`src/rtl/pipe_retire_monitor.sv`:
```
// Retirement/performance monitor for the pipelined cpu: saturating event counters,
// halt/watchdog detection and a registered counter readout port.
module pipe_retire_monitor #(
   parameter int CNT_W          = 32,
   parameter int TIMEOUT_CYCLES = 100000
) (
   input  logic             clk,
   input  logic             rst,
   input  logic             en,
   input  logic             clr,
   input  logic             reg_we,
   input  logic             mem_we,
   input  logic             halt,
   input  logic             stall,
   input  logic             flush,
   input  logic [1:0]       ex_ex_fwd,
   input  logic [1:0]       ex_mem_fwd,
   input  logic             mem_mem_fwd,
   input  logic [2:0]       sel,
   output logic [CNT_W-1:0] rd_data,
   output logic [1:0]       state,
   output logic             done,
   output logic             timeout
);

   // state     | meaning
   // S_IDLE    | waiting for en, nothing counted
   // S_RUN     | counting every cycle, watching for halt / watchdog
   // S_HALTED  | program halted, counters frozen until clr/rst
   // S_TIMEOUT | watchdog expired, counters frozen until clr/rst
   typedef enum logic [1:0] {
      S_IDLE    = 2'd0,
      S_RUN     = 2'd1,
      S_HALTED  = 2'd2,
      S_TIMEOUT = 2'd3
   } state_t;

   localparam int              NCNT    = 7;
   localparam logic [CNT_W-1:0] CNT_MAX = '1;
   localparam logic [CNT_W-1:0] TO_VAL  = CNT_W'(TIMEOUT_CYCLES);

   state_t           state_q, state_d;
   logic [CNT_W-1:0] cnt_q [NCNT];
   logic [CNT_W-1:0] cnt_d [NCNT];
   logic [NCNT-1:0]  evt;
   logic [CNT_W-1:0] status_word;
   logic [CNT_W-1:0] rd_mux;

   function automatic logic [CNT_W-1:0] sat_inc(input logic [CNT_W-1:0] v, input logic e);
      return (e && (v != CNT_MAX)) ? v + CNT_W'(1) : v;
   endfunction

   // index order matches the readout select map
   always_comb begin
      evt    = '0;
      evt[0] = 1'b1;
      evt[1] = halt | reg_we | mem_we;
      evt[2] = stall;
      evt[3] = flush;
      evt[4] = |ex_ex_fwd;
      evt[5] = |ex_mem_fwd;
      evt[6] = mem_mem_fwd;
   end

   always_comb begin
      state_d = state_q;
      for (int i = 0; i < NCNT; i++) cnt_d[i] = cnt_q[i];
      if (clr) begin
         state_d = S_IDLE;
         for (int i = 0; i < NCNT; i++) cnt_d[i] = '0;
      end else begin
         case (state_q)
            S_IDLE: if (en) state_d = S_RUN;
            S_RUN: begin
               for (int i = 0; i < NCNT; i++) cnt_d[i] = sat_inc(cnt_q[i], evt[i]);
               if (halt)                    state_d = S_HALTED;
               else if (cnt_d[0] == TO_VAL) state_d = S_TIMEOUT;
            end
            default: ;
         endcase
      end
   end

   assign state   = state_q;
   assign done    = (state_q == S_HALTED) || (state_q == S_TIMEOUT);
   assign timeout = (state_q == S_TIMEOUT);

   always_comb begin
      status_word      = '0;
      status_word[0]   = done;
      status_word[1]   = timeout;
      status_word[3:2] = state_q;
   end

   always_comb begin
      rd_mux = '0;
      case (sel)
         3'd0:    rd_mux = cnt_q[0];
         3'd1:    rd_mux = cnt_q[1];
         3'd2:    rd_mux = cnt_q[2];
         3'd3:    rd_mux = cnt_q[3];
         3'd4:    rd_mux = cnt_q[4];
         3'd5:    rd_mux = cnt_q[5];
         3'd6:    rd_mux = cnt_q[6];
         default: rd_mux = status_word;
      endcase
   end

   // readout samples the pre-update counters, so clr does not zero it on its own edge
   always_ff @(posedge clk or posedge rst) begin
      if (rst) begin
         state_q <= S_IDLE;
         for (int i = 0; i < NCNT; i++) cnt_q[i] <= '0;
         rd_data <= '0;
      end else begin
         state_q <= state_d;
         for (int i = 0; i < NCNT; i++) cnt_q[i] <= cnt_d[i];
         rd_data <= rd_mux;
      end
   end

endmodule
```
`config.mk`:
```
export PLATFORM = sky130hd
export DESIGN_NAME = pipe_retire_monitor
export DESIGN_NICKNAME = d
export VERILOG_FILES = /design/src/rtl/pipe_retire_monitor.sv
export SDC_FILE = /design/constraint.sdc
export NUM_CORES = 1
export LEC_CHECK = 0
export ABC_AREA = 0
export CAP_MARGIN = 20
export CORE_UTILIZATION = 33
export CTS_BUF_LIST = sky130_fd_sc_hd__clkbuf_16
export CTS_CLUSTER_DIAMETER = 120
export DETAILED_ROUTE_END_ITERATION = 8
export PLACE_DENSITY = 0.54
export SKIP_CTS_REPAIR_TIMING = 1
export SYNTH_ARGS = -nofsm -noshare
export SYNTH_HDL_FRONTEND = slang
export SYNTH_SLANG_ARGS = --single-unit
```
`constraint.sdc`:
```
create_clock -name clk -period 8.1 [get_ports clk]
set_input_delay 1.215 -clock clk [delete_from_list [all_inputs] [get_ports clk]]
set_output_delay 1.215 -clock clk [all_outputs]
set_load 0.03 [all_outputs]
```
==> metrics.txt <==
run status=completed; R2R Setup Slk=5060 ps; overall global routing resource usage=21.6%; Synthesized Nets=1664; top fanout value on the critical path=9; total iterations of the first detailed-routing run=7; clock buffer depth=3; Synth Area per Inst=9.03 µm²; number of cells on the worst reg-to-reg path=8; # DRC=0; Hold/Removal Path Class=flop to flop; fraction of power consumed by sequential logic=46.9%; P&R area growth vs syn=13.5%; number of endpoints with negative hold slack in the final report=0; worst hold slack=567 ps; Reg-to-Reg Start=cnt_q[192]$_DFFE_PP0P_; Peak supply drop=170 µV; power density normalized to cell area=167 nW/µm²; flip-flop and latch count after synthesis=258; clock slew seen by the registers of the worst setup and hold paths=60 ps; cell-internal power=2.10 mW; initial detailed-routing violation count=1354; Critical R2R Capture=state[1]$_DFFE_PP0P_; placed cell area=15800 µm²; average wire per cell in the routed design=21.5 µm; starting density of the core=33.5%; Worst setup startpoint=state[1]$_DFFE_PP0P_; cell at the root of the clock tree=clkbuf_16; area of the die=45700 µm²; achievable frequency=0.295 GHz; Post-Synthesis Cell Area=14800 µm²; Comb pwr share=6.1%; Seq/Total Area, Yosys=43.6%; Arr. time, crit path=2180 ps; endpoint type of the worst setup path=primary output; Clock Sinks=258; via count of the first global-routing pass=11.7k; # nets final=1671; number of buffers inserted by port buffering=52; dpl hpwl=35000 µm; global-route wire length before repair=74500 µm; level count of the clock H-tree=1; Synth async-reset ratio=100%; largest net degree at the start of global routing=179; number of pins with negative max-slew slack in the final report=0; switching fraction of total power=25.1%; routability-driven placement congestion ratio=0.899; Die H=214 µm; post-route standard cell area excluding fillers=16800 µm²; antenna-violating nets left=0; Clock Skews=13.0 ps; number of placed cells counting well taps=2206; Static Leak=6.63 nW; final total negative setup slack=0 ps; pre-CTS worst setup slack=4610 ps; clock insertion delay at the later pin of the skew report=570 ps; portion of the clock cycle consumed by the worst path in the final layout=41.9%; number of placed I/O pins=53; area inside the core boundary=44200 µm²; RSZ-0062 raised after global routing=no; dominant register cell in the synthesized netlist=dfrtp_1; final setup violation count=0; Syn. warnings=0; worst endpoint required time=6880 ps; count of flip-flops with a built-in enable after synthesis=0; post-synthesis cell count=1640; clock tree from TritonCTS=done; crit path time final=3390 ps; total congestion overflow=0; total via count after detailed routing=12.6k; fraction of final layout cells with drive strength greater than 1=6.28%; number of max-cap violations=0; Vias per Instance=5.56; capturing element of the worst setup path=timeout; launch instance of the worst min-delay path=cnt_q[185]$_DFFE_PP0P_; number of rows in the core area=77; commonest cells after routing, fill and taps aside=nor2_1 (266), dfrtp_1 (258), nand2_1 (114), xor2_1 (103), nand3_1 (102); Slew @ Worst Pin=990 ps; worst slew margin relative to its limit=33.4%; number of distinct library cells after synthesis=67; total clock buffers created by CTS=31; Yosys top cell by area=dfrtp_1; Net Switching=0.703 mW; Synth area leaders=dfrtp_1 (44%), nor2_1 (6.7%), xor2_1 (6.1%); final std cells w/o fill=2265; proportion of netlist area held by the largest area contributor=43.6%; final setup margin=4710 ps; relative contribution of the clock network to total power=47.0%; horizontal die dimension=214 µm; post-detailed-routing wire length=48800 µm; most common cell after layout, fill and taps aside=nor2_1; Crit Path Category=flop to primary output; number of antenna violations at the first check in global routing=1; kind of start point of the critical path=flop
==> worst max-delay path, cell delays in order, from the launching register on <==
cell and delay [ps]:
dfrtp_1 640, and2_1 280, clkdlybuf4s50_1 690
==> state kept, by name, summed over array words and instances (netlist names) <==
| name | count |
|---|---|
| cnt_q | 224 |
| rd_data | 32 |
| state | 2 |
==> through the flow <==
stage	utilization [%]	power, mW
2_1_floorplan	-	1.44
3_3_place_gp	35.8	1.51
3_5_place_dp	35.8	1.51
4_1_cts	38.0	2.84
5_1_grt	38.0	2.91
6_report	38.0	2.80
==> Yosys cell counts, types with 2 or more instances <==
library cell,number
nor3b_1,4
or2_1,2
mux4_2,14
xnor2_1,94
and2_1,25
nand4_1,66
o21ai_1,10
nor2_1,266
a22o_1,10
clkbuf_1,75
o221ai_1,10
nand3_1,102
buf_1,7
buf_2,13
nor4_1,31
nand2_1,114
inv_1,30
a211oi_1,10
a22oi_1,18
mux2i_1,41
nor2b_1,8
a31oi_1,11
nand2b_1,4
o21ai_0,44
or3_1,35
a21o_1,3
nor3_1,44
ha_1,7
dfrtp_1,258
nor4b_1,3
a211o_1,5
and3_1,32
and4_1,23
or4_1,4
a21oi_1,72
xor2_1,103
mux2_2,12
==> area by class of cell <==
type                       instances  area (µm²)
timing repair buffer              69         662
fill                            4453       27400
sequential                       258        6460
antenna                            1        2.50
clock inverter                    27         179
multi-input combinational       1257        7870
clock buffer                      31         776
tap                              592         741
inverter                          30         116
==> power by group through the flow <==
stage | combinational (mW) | sequential (mW) | clock (mW)
floorplan | 0.102 | 1.34 | 0
global placement | 0.173 | 1.34 | 0
detailed placement | 0.174 | 1.34 | 0
CTS | 0.174 | 1.31 | 1.35
global route | 0.188 | 1.32 | 1.40
finish | 0.172 | 1.31 | 1.32
==> metal layers <==
metal | GRT usage [%] | wire length (µm)
met5 | 0 | 0
met4 | 7.61 | 1790
met3 | 2.93 | 3290
met2 | 31.7 | 21100
met1 | 32.2 | 22600
==> cells by family after synthesis <==
kind of cell / after synthesis / share of synthesized area, %
adders and majority gates: 7 / 0.591
xor gates and xnor gates: 197 / 11.6
DFF: 258 / 43.6
and+or+nand+nor: 776 / 26.1
muxes: 69 / 6.06
AOI/OAI and AO/OA: 208 / 8.75
buffers and inverters: 125 / 3.28
==> how the worst min path moves through the flow <==
stage                             endpoint  slack, ps  cells after the start
floorplan           cnt_q[109]$_DFFE_PP0P_        510                      2
global placement     cnt_q[90]$_DFFE_PP0P_        540                      2
detailed placement  cnt_q[185]$_DFFE_PP0P_        550                      2
CTS                 cnt_q[185]$_DFFE_PP0P_        570                      2
global route        cnt_q[191]$_DFFE_PP0P_        590                      2
finish              cnt_q[185]$_DFFE_PP0P_        570                      2
(Power assumes the default switching activity.)
